File: src/rtl/kugelblitz_patch_sched_if.sv
// AXI-stream bundle for the kugelblitz patch path.
// The master side drives the payload and the slave side drives tready.
interface kugelblitz_patch_sched_if #(
  parameter int DATA_WIDTH = 512,
  parameter int USER_WIDTH = 1
);
  localparam int KEEP_WIDTH = DATA_WIDTH / 8;

  logic [DATA_WIDTH-1:0] tdata;
  logic [KEEP_WIDTH-1:0] tkeep;
  logic                  tvalid;
  logic                  tready;
  logic                  tlast;
  logic [USER_WIDTH-1:0] tuser;

  modport master (output tdata, tkeep, tvalid, tlast, tuser, input tready);
  modport slave  (input tdata, tkeep, tvalid, tlast, tuser, output tready);
endinterface

File: src/rtl/kugelblitz_patch_sched.sv
// Frame-synchronous byte-patch scheduler/applier for a 512-bit stream lane.
// Statistics counters exist only when KG_PATCH_STATS_EN is defined; otherwise the stat outputs are tied to 0.
module kugelblitz_patch_sched #(
  parameter int DATA_WIDTH   = 512,
  parameter int KEEP_WIDTH   = DATA_WIDTH / 8,
  parameter int USER_WIDTH   = 1,
  parameter int NUM_RULES    = 4,
  parameter int OFFSET_WIDTH = 11,
  parameter int CNT_WIDTH    = 32
) (
  input  logic                                              clk,
  input  logic                                              rst,
  input  logic                                              cfg_valid,
  output logic                                              cfg_ready,
  input  logic [((NUM_RULES > 1) ? $clog2(NUM_RULES) : 1)-1:0] cfg_index,
  input  logic [OFFSET_WIDTH-1:0]                           cfg_offset,
  input  logic [7:0]                                        cfg_data,
  input  logic                                              cfg_enable,
  input  logic                                              commit,
  output logic                                              commit_pending,
  kugelblitz_patch_sched_if.slave                           s_axis,
  kugelblitz_patch_sched_if.master                          m_axis,
  output logic [CNT_WIDTH-1:0]                              stat_frames,
  output logic [CNT_WIDTH-1:0]                              stat_patched
);
  localparam int IDX_W  = (NUM_RULES > 1) ? $clog2(NUM_RULES) : 1;
  localparam int BEAT_W = OFFSET_WIDTH - 6;
  localparam int HIT_W  = $clog2(KEEP_WIDTH + 1);
  localparam logic [0:0] S_IDLE     = 1'b0;
  localparam logic [0:0] S_IN_FRAME = 1'b1;
  // One extra counter bit: the saturated value lies beyond any rule's beat field, so late beats never match.
  localparam logic [BEAT_W:0] BEAT_SAT = {1'b1, {BEAT_W{1'b0}}};

  typedef struct packed {
    logic                    en;
    logic [OFFSET_WIDTH-1:0] off;
    logic [7:0]              data;
  } rule_t;

  rule_t                 sh_q [NUM_RULES];
  rule_t                 sh_d [NUM_RULES];
  rule_t                 act_q[NUM_RULES];
  rule_t                 act_d[NUM_RULES];
  logic [0:0]            state_q, state_d;
  logic [BEAT_W:0]       beat_q, beat_d;
  logic                  pend_q, pend_d;
  logic                  m_vld_q, m_vld_d;
  logic [DATA_WIDTH-1:0] m_data_q, m_data_d;
  logic [KEEP_WIDTH-1:0] m_keep_q, m_keep_d;
  logic                  m_last_q, m_last_d;
  logic [USER_WIDTH-1:0] m_user_q, m_user_d;

  logic                       s_acc, swap;
  logic [KEEP_WIDTH-1:0]      hit;
  logic [KEEP_WIDTH-1:0][7:0] sel_data;
  logic [DATA_WIDTH-1:0]      pat_data;

  assign s_axis.tready  = !m_vld_q || m_axis.tready;
  assign s_acc          = s_axis.tvalid && s_axis.tready;
  assign cfg_ready      = !pend_q;
  assign commit_pending = pend_q;
  // A beat accepted while idle starts a frame on the old table, so it blocks the swap.
  assign swap           = (state_q == S_IDLE) && pend_q && !s_acc;

  always_comb begin
    sh_d    = sh_q;
    act_d   = act_q;
    pend_d  = pend_q;
    state_d = state_q;
    beat_d  = beat_q;
    if (cfg_valid && cfg_ready)
      for (int r = 0; r < NUM_RULES; r++)
        if (cfg_index == IDX_W'(r))
          sh_d[r] = '{en: cfg_enable, off: cfg_offset, data: cfg_data};
    if (swap) begin
      act_d  = sh_q;
      pend_d = 1'b0;
    end else if (commit) begin
      pend_d = 1'b1;
    end
    if (s_acc) begin
      if (s_axis.tlast) begin
        state_d = S_IDLE;
        beat_d  = '0;
      end else begin
        state_d = S_IN_FRAME;
        if (beat_q != BEAT_SAT) beat_d = beat_q + (BEAT_W+1)'(1);
      end
    end
  end

  // Descending scan so the lowest-index matching rule is the last writer.
  always_comb begin
    hit      = '0;
    sel_data = '0;
    pat_data = '0;
    for (int k = 0; k < KEEP_WIDTH; k++) begin
      for (int r = NUM_RULES - 1; r >= 0; r--)
        if (act_q[r].en && ({1'b0, act_q[r].off[OFFSET_WIDTH-1:6]} == beat_q) &&
            (act_q[r].off[5:0] == 6'(k)) && s_axis.tkeep[k]) begin
          hit[k]      = 1'b1;
          sel_data[k] = act_q[r].data;
        end
      pat_data[k*8 +: 8] = hit[k] ? sel_data[k] :
                           (s_axis.tkeep[k] ? s_axis.tdata[k*8 +: 8] : 8'h00);
    end
  end

  always_comb begin
    m_vld_d  = m_vld_q;
    m_data_d = m_data_q;
    m_keep_d = m_keep_q;
    m_last_d = m_last_q;
    m_user_d = m_user_q;
    if (s_axis.tready) m_vld_d = s_axis.tvalid;
    if (s_acc) begin
      m_data_d = pat_data;
      m_keep_d = s_axis.tkeep;
      m_last_d = s_axis.tlast;
      m_user_d = s_axis.tuser;
    end
  end

  always_ff @(posedge clk or posedge rst) begin
    if (rst) begin
      for (int r = 0; r < NUM_RULES; r++) begin
        sh_q[r]  <= '0;
        act_q[r] <= '0;
      end
      state_q  <= S_IDLE;
      beat_q   <= '0;
      pend_q   <= 1'b0;
      m_vld_q  <= 1'b0;
      m_data_q <= '0;
      m_keep_q <= '0;
      m_last_q <= 1'b0;
      m_user_q <= '0;
    end else begin
      sh_q     <= sh_d;
      act_q    <= act_d;
      state_q  <= state_d;
      beat_q   <= beat_d;
      pend_q   <= pend_d;
      m_vld_q  <= m_vld_d;
      m_data_q <= m_data_d;
      m_keep_q <= m_keep_d;
      m_last_q <= m_last_d;
      m_user_q <= m_user_d;
    end
  end

  assign m_axis.tvalid = m_vld_q;
  assign m_axis.tdata  = m_data_q;
  assign m_axis.tkeep  = m_keep_q;
  assign m_axis.tlast  = m_last_q;
  assign m_axis.tuser  = m_user_q;

`ifdef KG_PATCH_STATS_EN
  logic [HIT_W-1:0]     hits, m_hits_q, m_hits_d;
  logic [CNT_WIDTH-1:0] frames_q, frames_d, patched_q, patched_d;
  logic                 m_acc;

  assign m_acc = m_vld_q && m_axis.tready;

  // The hit count rides alongside the output beat and is credited when that beat leaves.
  always_comb begin
    hits = '0;
    for (int k = 0; k < KEEP_WIDTH; k++) hits = hits + HIT_W'(hit[k]);
    m_hits_d  = s_acc ? hits : m_hits_q;
    frames_d  = frames_q + CNT_WIDTH'(m_acc && m_last_q);
    patched_d = patched_q + (m_acc ? CNT_WIDTH'(m_hits_q) : '0);
  end

  always_ff @(posedge clk or posedge rst) begin
    if (rst) begin
      m_hits_q  <= '0;
      frames_q  <= '0;
      patched_q <= '0;
    end else begin
      m_hits_q  <= m_hits_d;
      frames_q  <= frames_d;
      patched_q <= patched_d;
    end
  end

  assign stat_frames  = frames_q;
  assign stat_patched = patched_q;
`else
  assign stat_frames  = '0;
  assign stat_patched = '0;
`endif
endmodule

File: src/flat_wrapper.sv
// flat-port wrapper written by rule: the top's interface ports become plain ports
module kugelblitz_patch_sched_flat 
#(
  parameter int DATA_WIDTH   = 512,
  parameter int KEEP_WIDTH   = DATA_WIDTH / 8,
  parameter int USER_WIDTH   = 1,
  parameter int NUM_RULES    = 4,
  parameter int OFFSET_WIDTH = 11,
  parameter int CNT_WIDTH    = 32
)
  (clk, rst, cfg_valid, cfg_ready, cfg_index, cfg_offset, cfg_data, cfg_enable, commit, commit_pending, stat_frames, stat_patched, s_axis_tdata, s_axis_tkeep, s_axis_tvalid, s_axis_tlast, s_axis_tuser, s_axis_tready, m_axis_tdata, m_axis_tkeep, m_axis_tvalid, m_axis_tlast, m_axis_tuser, m_axis_tready);
  kugelblitz_patch_sched_if #(.DATA_WIDTH(DATA_WIDTH), .USER_WIDTH(USER_WIDTH)) s_axis_i ();
  kugelblitz_patch_sched_if #(.DATA_WIDTH(DATA_WIDTH), .USER_WIDTH(USER_WIDTH)) m_axis_i ();
  input  logic clk;
  input  logic rst;
  input  logic cfg_valid;
  output logic cfg_ready;
  input  logic [((NUM_RULES > 1) ? $clog2(NUM_RULES) : 1)-1:0] cfg_index;
  input  logic [OFFSET_WIDTH-1:0] cfg_offset;
  input  logic [7:0] cfg_data;
  input  logic cfg_enable;
  input  logic commit;
  output logic commit_pending;
  output logic [CNT_WIDTH-1:0] stat_frames;
  output logic [CNT_WIDTH-1:0] stat_patched;
  input wire logic [$bits(s_axis_i.tdata)-1:0] s_axis_tdata;
  input wire logic [$bits(s_axis_i.tkeep)-1:0] s_axis_tkeep;
  input wire logic [$bits(s_axis_i.tvalid)-1:0] s_axis_tvalid;
  input wire logic [$bits(s_axis_i.tlast)-1:0] s_axis_tlast;
  input wire logic [$bits(s_axis_i.tuser)-1:0] s_axis_tuser;
  output wire logic [$bits(s_axis_i.tready)-1:0] s_axis_tready;
  output wire logic [$bits(m_axis_i.tdata)-1:0] m_axis_tdata;
  output wire logic [$bits(m_axis_i.tkeep)-1:0] m_axis_tkeep;
  output wire logic [$bits(m_axis_i.tvalid)-1:0] m_axis_tvalid;
  output wire logic [$bits(m_axis_i.tlast)-1:0] m_axis_tlast;
  output wire logic [$bits(m_axis_i.tuser)-1:0] m_axis_tuser;
  input wire logic [$bits(m_axis_i.tready)-1:0] m_axis_tready;
  assign s_axis_i.tdata = s_axis_tdata;
  assign s_axis_i.tkeep = s_axis_tkeep;
  assign s_axis_i.tvalid = s_axis_tvalid;
  assign s_axis_i.tlast = s_axis_tlast;
  assign s_axis_i.tuser = s_axis_tuser;
  assign s_axis_tready = s_axis_i.tready;
  assign m_axis_tdata = m_axis_i.tdata;
  assign m_axis_tkeep = m_axis_i.tkeep;
  assign m_axis_tvalid = m_axis_i.tvalid;
  assign m_axis_tlast = m_axis_i.tlast;
  assign m_axis_tuser = m_axis_i.tuser;
  assign m_axis_i.tready = m_axis_tready;
  kugelblitz_patch_sched #(.DATA_WIDTH(DATA_WIDTH), .KEEP_WIDTH(KEEP_WIDTH), .USER_WIDTH(USER_WIDTH), .NUM_RULES(NUM_RULES), .OFFSET_WIDTH(OFFSET_WIDTH), .CNT_WIDTH(CNT_WIDTH)) u_core (.clk(clk), .rst(rst), .cfg_valid(cfg_valid), .cfg_ready(cfg_ready), .cfg_index(cfg_index), .cfg_offset(cfg_offset), .cfg_data(cfg_data), .cfg_enable(cfg_enable), .commit(commit), .commit_pending(commit_pending), .s_axis(s_axis_i), .m_axis(m_axis_i), .stat_frames(stat_frames), .stat_patched(stat_patched));
endmodule
File: config.mk
export PLATFORM = sky130hd
export DESIGN_NAME = kugelblitz_patch_sched_flat
export DESIGN_NICKNAME = d
export VERILOG_FILES = /design/src/rtl/kugelblitz_patch_sched_if.sv /design/src/rtl/kugelblitz_patch_sched.sv /design/src/flat_wrapper.sv
export SDC_FILE = /design/constraint.sdc
export NUM_CORES = 2
export LEC_CHECK = 0
export BUFFER_PORTS_ARGS = -buffer_cell sky130_fd_sc_hd__buf_2
export CAP_MARGIN = 0
export CORE_AREA = 8 8 483 485
export CTS_CLUSTER_SIZE = 12
export DETAILED_ROUTE_END_ITERATION = 8
export DIE_AREA = 0 0 491 493
export GPL_TIMING_DRIVEN = 0
export PLACE_DENSITY = 0.41
export REMOVE_ABC_BUFFERS = 1
export SYNTH_ARGS = -nofsm -noshare
export SYNTH_HDL_FRONTEND = slang
export SYNTH_SLANG_ARGS = --single-unit
export TNS_END_PERCENT = 5
File: constraint.sdc
create_clock -name clk -period 23.4 [get_ports clk]
set_clock_uncertainty 0.05 [all_clocks]
set_input_delay 2.34 -clock clk [delete_from_list [all_inputs] [get_ports clk]]
set_output_delay 2.34 -clock clk [all_outputs]
set_load 0.005 [all_outputs]
[Word level (Yosys, flattened, before mapping)]
Index checks and enable logic that the tools add are counted.
W data, S select, Z words.
Word-level totals
  output and inout port bits: 646
  register bits after elaboration: 747
  input bits: 606
  word-level logic and storage cells: 1475
Operators by class
  equal/unequal tests: 260
  reduce and logical (&&, ||, !) cells: 536
  muxes and demuxes: 645
  add/subtract/negate cells: 1
  bitwise operators: 1
Operator list (count)
  $mux W8: 384
  $eq A6 B6 Y1 const B: 128
  $logic_and A1 B1 Y1: 520
  $eq A6 B5 Y1 const B: 64
  $mux W1: 259
  $eq A6 B4 Y1 const B: 32
  $eq A6 B3 Y1 const B: 16
  $eq A6 B2 Y1 const B: 8
  $eq A5 B6 Y1: 4
  $eq A6 B1 Y1 const B: 4
  $logic_not A6 Y1: 4
  $mux W6: 2
  $reduce_and A2 Y1: 5
  $add A6 B1 Y6 const B: 1
  $ne A6 B6 Y1 const B: 1
  $eq A2 B2 Y1 const B: 2
  $reduce_bool A2 Y1: 2
  $logic_not A1 Y1: 3
  $eq A2 B1 Y1 const B: 1
  $logic_not A2 Y1: 1
  $logic_or A1 B1 Y1: 1
  $not A1 Y1: 1

[Longest topological paths before layout]
  word-level depth: 9
  depth in mapped cells: 13
  depth with buffers taken out: 6

[Worst setup path before layout]
OpenSTA, ideal clock, no wires.
  path type: input -> output
  start point: input port m_axis_tready
  end point: output port s_axis_tready
  required time: 21.010 ns
  data arrival time: 2.764 ns
  buffers on the path: 1
  setup slack: 18.246 ns
  cell stages on the path: 2
  cells stage by stage: nand2b_1 > clkbuf_1
Between the ends
  longest elaborated chain between the ends: 1
RTL lines
  start: declaration: RTL line flat_wrapper.sv:37  | input wire logic [$bits(m_axis_i.tready)-1:0] m_axis_tready;
  $logic_or A1 B1 Y1: RTL line kugelblitz_patch_sched.sv:58  | assign s_axis.tready = !m_vld_q || m_axis.tready;
  end: declaration: RTL line flat_wrapper.sv:31  | output wire logic [$bits(s_axis_i.tready)-1:0] s_axis_tready;
Every way passes these cells.

[Worst setup path in the final report]
  start point: input port m_axis_tready
  end point: register u_core.m_data_q[229], in the netlist u_core.m_axis.tdata[229]
Between the ends
  longest elaborated chain between the ends: 2
RTL lines
  $logic_or A1 B1 Y1: RTL line kugelblitz_patch_sched.sv:58
  $logic_and A1 B1 Y1: RTL line kugelblitz_patch_sched.sv:59  | assign s_acc = s_axis.tvalid && s_axis.tready;
  end signal: assignment: RTL line kugelblitz_patch_sched.sv:145  | m_data_q <= m_data_d;
  end: declaration: RTL line kugelblitz_patch_sched.sv:48  | logic [DATA_WIDTH-1:0] m_data_q, m_data_d;
Every way passes these cells.
A chain may end at the register's enable or synchronous reset.

==> flow_metrics.py <==
metrics = {
    "outcome": {
        "status": "complete, but fails checks",
        "violations": "capacitance limit, slew limit",
    },
    "sta": {
        "hold_ws_ps": 421,
        "fin_tns_setup_ps": 0,
        "period_minus_slack_ps": 6710,
        "worst_slack_ps": 16690,
        "maxSlewHeadroom": -0.109,
        "final-setup-viol-count": 0,
        "rsz0062_at_grt": "no",
        "timing.fmax_ghz": 0.149,
        "final_hold_viol_count": 0,
        "worst_pin_slew_ps": 1660,
        "finalCritPeriodShare": 0.287,
        "maxSlewViolCount": 85,
    },
    "global_routing": {
        "top_usage_layer": "met2",
        "first_global_vias": 67800,
        "grt_pass1_wl_um": 641000,
        "met3_usage": 0.117,
        "antenna_found_initial": 108,
        "grt_max_degree": 112,
        "overflow": 0,
        "use_met1": 0.450,
        "met2_usage": 0.583,
        "gr-usage-all-layers": 0.380,
    },
    "setup_path": {
        "reg2reg_depth": 6,
        "cp.required_ps": 24050,
        "cp_max_fo": 83,
        "worstPathCellList": "buf_2, nand2b_2, and2_4, buf_16, buf_16, buf_16, buf_16, nand2_1, nor4_1, a31oi_1, a21oi_1",
        "worstSetupEndpointType": "flip-flop",
        "worstSetupPathType": "in -> reg",
        "slowest_stage": "nor4_1",
        "startpoint_type": "primary input",
        "arrival_ps": 7350,
        "slowest_delay_ps": 1170,
        "cp_common_cell": "buf_16",
    },
    "pwr": {
        "p_switching_mw": 4.40,
        "ir_worst_vdd_mv": 0.0967,
        "switching_share": 0.561,
        "power.density_nw_per_um2": 111,
        "clkPwrFrac": 0.223,
        "power.leakage_nw": 27.2,
        "intPower_mw": 3.44,
        "p_seq_frac": 0.278,
        "comb_power_share": 0.499,
    },
    "logic_synthesis": {
        "syn_area_um2": 55900,
        "yosys_most_used_dff": "dfrtp_1",
        "async_reset_ff_frac": 1.00,
        "ys_warn_count": 0,
        "synth_seq_cells": 747,
        "syn_avg_cell_area_um2": 8.08,
        "synth.distinct_cells": 100,
        "synth-edff-count": 0,
        "synthCells": 6918,
        "synth-seq-area-share": 0.334,
    },
    "finish": {
        "final_core_util": 0.313,
        "area_growth_pct": 26.4,
        "fillers": 24300,
        "fin_area_um2": 70700,
        "ff_latch_area_um2": 18800,
        "multiInputGateArea_um2": 34300,
        "layout_common_cells": "1,200 x buf_2, 710 x dfrtp_1, 530 x nor2_1",
        "drive_gt1_frac": 0.260,
        "final_common_cell": "buf_2",
        "nets": 8274,
    },
    "place": {
        "gp_congestion": 0.933,
        "dp_hpwl_um": 365000,
        "dp_slack_ps": 16110,
        "port_buffers": 1187,
        "dpl_cell_area_um2": 66800,
    },
    "hold_path": {
        "hold_path.class": "reg -> reg",
        "whs_path_depth": 2,
    },
    "routing": {
        "avgRoutedWirePerCell_um": 45.2,
        "wirelength_um": 489000,
        "vias": 71300,
        "drc": 0,
        "drt_iter0_markers": 10600,
        "drt-pass1-iter-count": 7,
        "viasPerCell": 6.59,
        "antenna_left": 0,
    },
    "clock_network": {
        "htree_levels": 3,
        "cts_tree": "done",
        "clk-insertion-delay-late_ps": 790,
        "clock_path_buffers": 3,
        "path_clk_slew_ps": 60,
        "post_cts_resized": 0,
        "cts.hold.buffers_added": 0,
        "cts_made_buffers": 101,
        "postCtsSetupRepairBufs": 0,
        "cts_root_buffer": "clkbuf_16",
        "cts_num_sinks": 747,
    },
    "run": {
        "drv_cap": 10,
    },
    "die": {
        "die_h_um": 493,
        "dieArea_um2": 242000,
        "die_x_um": 491,
        "coreArea_um2": 226000,
        "start_util": 0.247,
        "ioPinCount": 1252,
        "fp-row-count": 175,
    },
}
[cell usage after synthesis (all sizes together), types with 19 or more instances]
master / number / share of area
a21o: 43 / 0.0058
or4: 40 / 0.0054
nor3b: 38 / 0.0051
inv: 74 / 0.0050
o21ai: 473 / 0.042
clkbuf: 590 / 0.040
nor4: 244 / 0.031
a221oi: 213 / 0.034
o2111ai: 29 / 0.0045
o22ai: 79 / 0.0088
and2: 74 / 0.0083
nor2: 549 / 0.037
nor2b: 21 / 0.0023
a211o: 86 / 0.013
and3: 126 / 0.014
o221ai: 78 / 0.012
or3: 47 / 0.0053
a41oi: 32 / 0.0050
nand4: 326 / 0.037
nand3b: 20 / 0.0027
o31ai: 200 / 0.027
a21oi: 155 / 0.014
o32ai: 20 / 0.0031
nand3: 372 / 0.033
o31a: 26 / 0.0041
buf: 254 / 0.025
a221o: 19 / 0.0034
nand2b: 58 / 0.0065
a2111oi: 55 / 0.0093
a211oi: 62 / 0.0083
nand2: 538 / 0.036
dfrtp: 747 / 0.33
a22oi: 74 / 0.0099
a32oi: 208 / 0.033
a31oi: 123 / 0.014
nor3: 237 / 0.022
and4: 50 / 0.0078
o211ai: 102 / 0.014
mux2: 138 / 0.028
[power by group through the flow]
stage | Sequential (mW) | Clock (mW) | Combinational, mW
after detailed placement | 2.16 | 0 | 3.72
after floorplan | 1.90 | 0 | 1.07
after CTS | 2.14 | 1.77 | 3.73
after global placement | 2.60 | 0 | 2.89
after global routing | 2.17 | 1.81 | 3.84
final | 2.18 | 1.75 | 3.92
[area by class of cell]
| type | count | area share |
|---|---|---|
| multi-input cells | 5309 | 0.486 |
| inverters | 81 | 0.00455 |
| diodes | 59 | 0.00209 |
| clock inverters | 55 | 0.0107 |
| flip-flops and latches | 747 | 0.266 |
| clock buffers | 135 | 0.0402 |
| repair buffers | 1426 | 0.137 |
| well taps | 3009 | 0.0533 |
[state kept, by name (all words and copies together) (netlist names)]
register / count
u_core.m_axis.tuser: 1
u_core.commit_pending: 1
u_core.m_axis.tlast: 1
u_core.m_axis.tkeep: 64
u_core.m_axis.tvalid: 1
u_core.state_q: 1
u_core.beat_q: 6
u_core.sh_q: 80
u_core.act_q: 80
u_core.m_axis.tdata: 512
[per-layer routing]
| layer | vias to the layer above | share of wire |
|---|---|---|
| li1 | 28700 | - |
| met1 | 35700 | 0.37 |
| met2 | 5458 | 0.43 |
| met3 | 1407 | 0.11 |
| met4 | 28 | 0.089 |
| met5 | - | 0.00040 |
[path summary, 6_finish.rpt]
kind / endpoint / slack, ps / startpoint
max: u_core.m_axis.tdata[229] / 16690 / m_axis_tready
min: u_core.m_axis.tkeep[18] / 420 / u_core.m_axis.tkeep[18]
max reg2reg: u_core.m_axis.tdata[162] / 17370 / u_core.beat_q[5]
min reg2reg: u_core.m_axis.tkeep[18] / 420 / u_core.m_axis.tkeep[18]
max in group asynchronous: u_core.m_axis.tdata[111] / 19500 / rst
min in group asynchronous: u_core.m_axis.tdata[360] / 1640 / rst
[cells by family (layout without fill, tap and decap cells)]
| family | Yosys count | after routing | synth area share |
|---|---|---|---|
| AO/OA/AOI/OAI | 2244 | 2244 | 0.293 |
| XOR/XNOR | 28 | 28 | 0.00506 |
| adder cells (fa/ha/maj) | 2 | 2 | 0.000447 |
| buffers and inverters | 925 | 1697 | 0.0698 |
| flip-flops | 747 | 747 | 0.334 |
| multiplexers | 146 | 146 | 0.0292 |
| other | 1 | 123 | 0.0000671 |
| AND/OR/NAND/NOR | 2825 | 2825 | 0.268 |
[stage by stage]
step | instances | power (mW)
2_1_floorplan | 6137 | 2.97
3_3_place_gp | 10300 | 5.49
3_5_place_dp | 10600 | 5.88
4_1_cts | 10800 | 7.64
5_1_grt | 10800 | 7.82
6_report | 10800 | 7.85
[worst max-delay path, delay by kind of cell]
kind	cells	cell delay [ps]
simple gates	4	2820
compound gates	2	450
buf+inv	5	1420
Power figures use the tool's default switching activity.
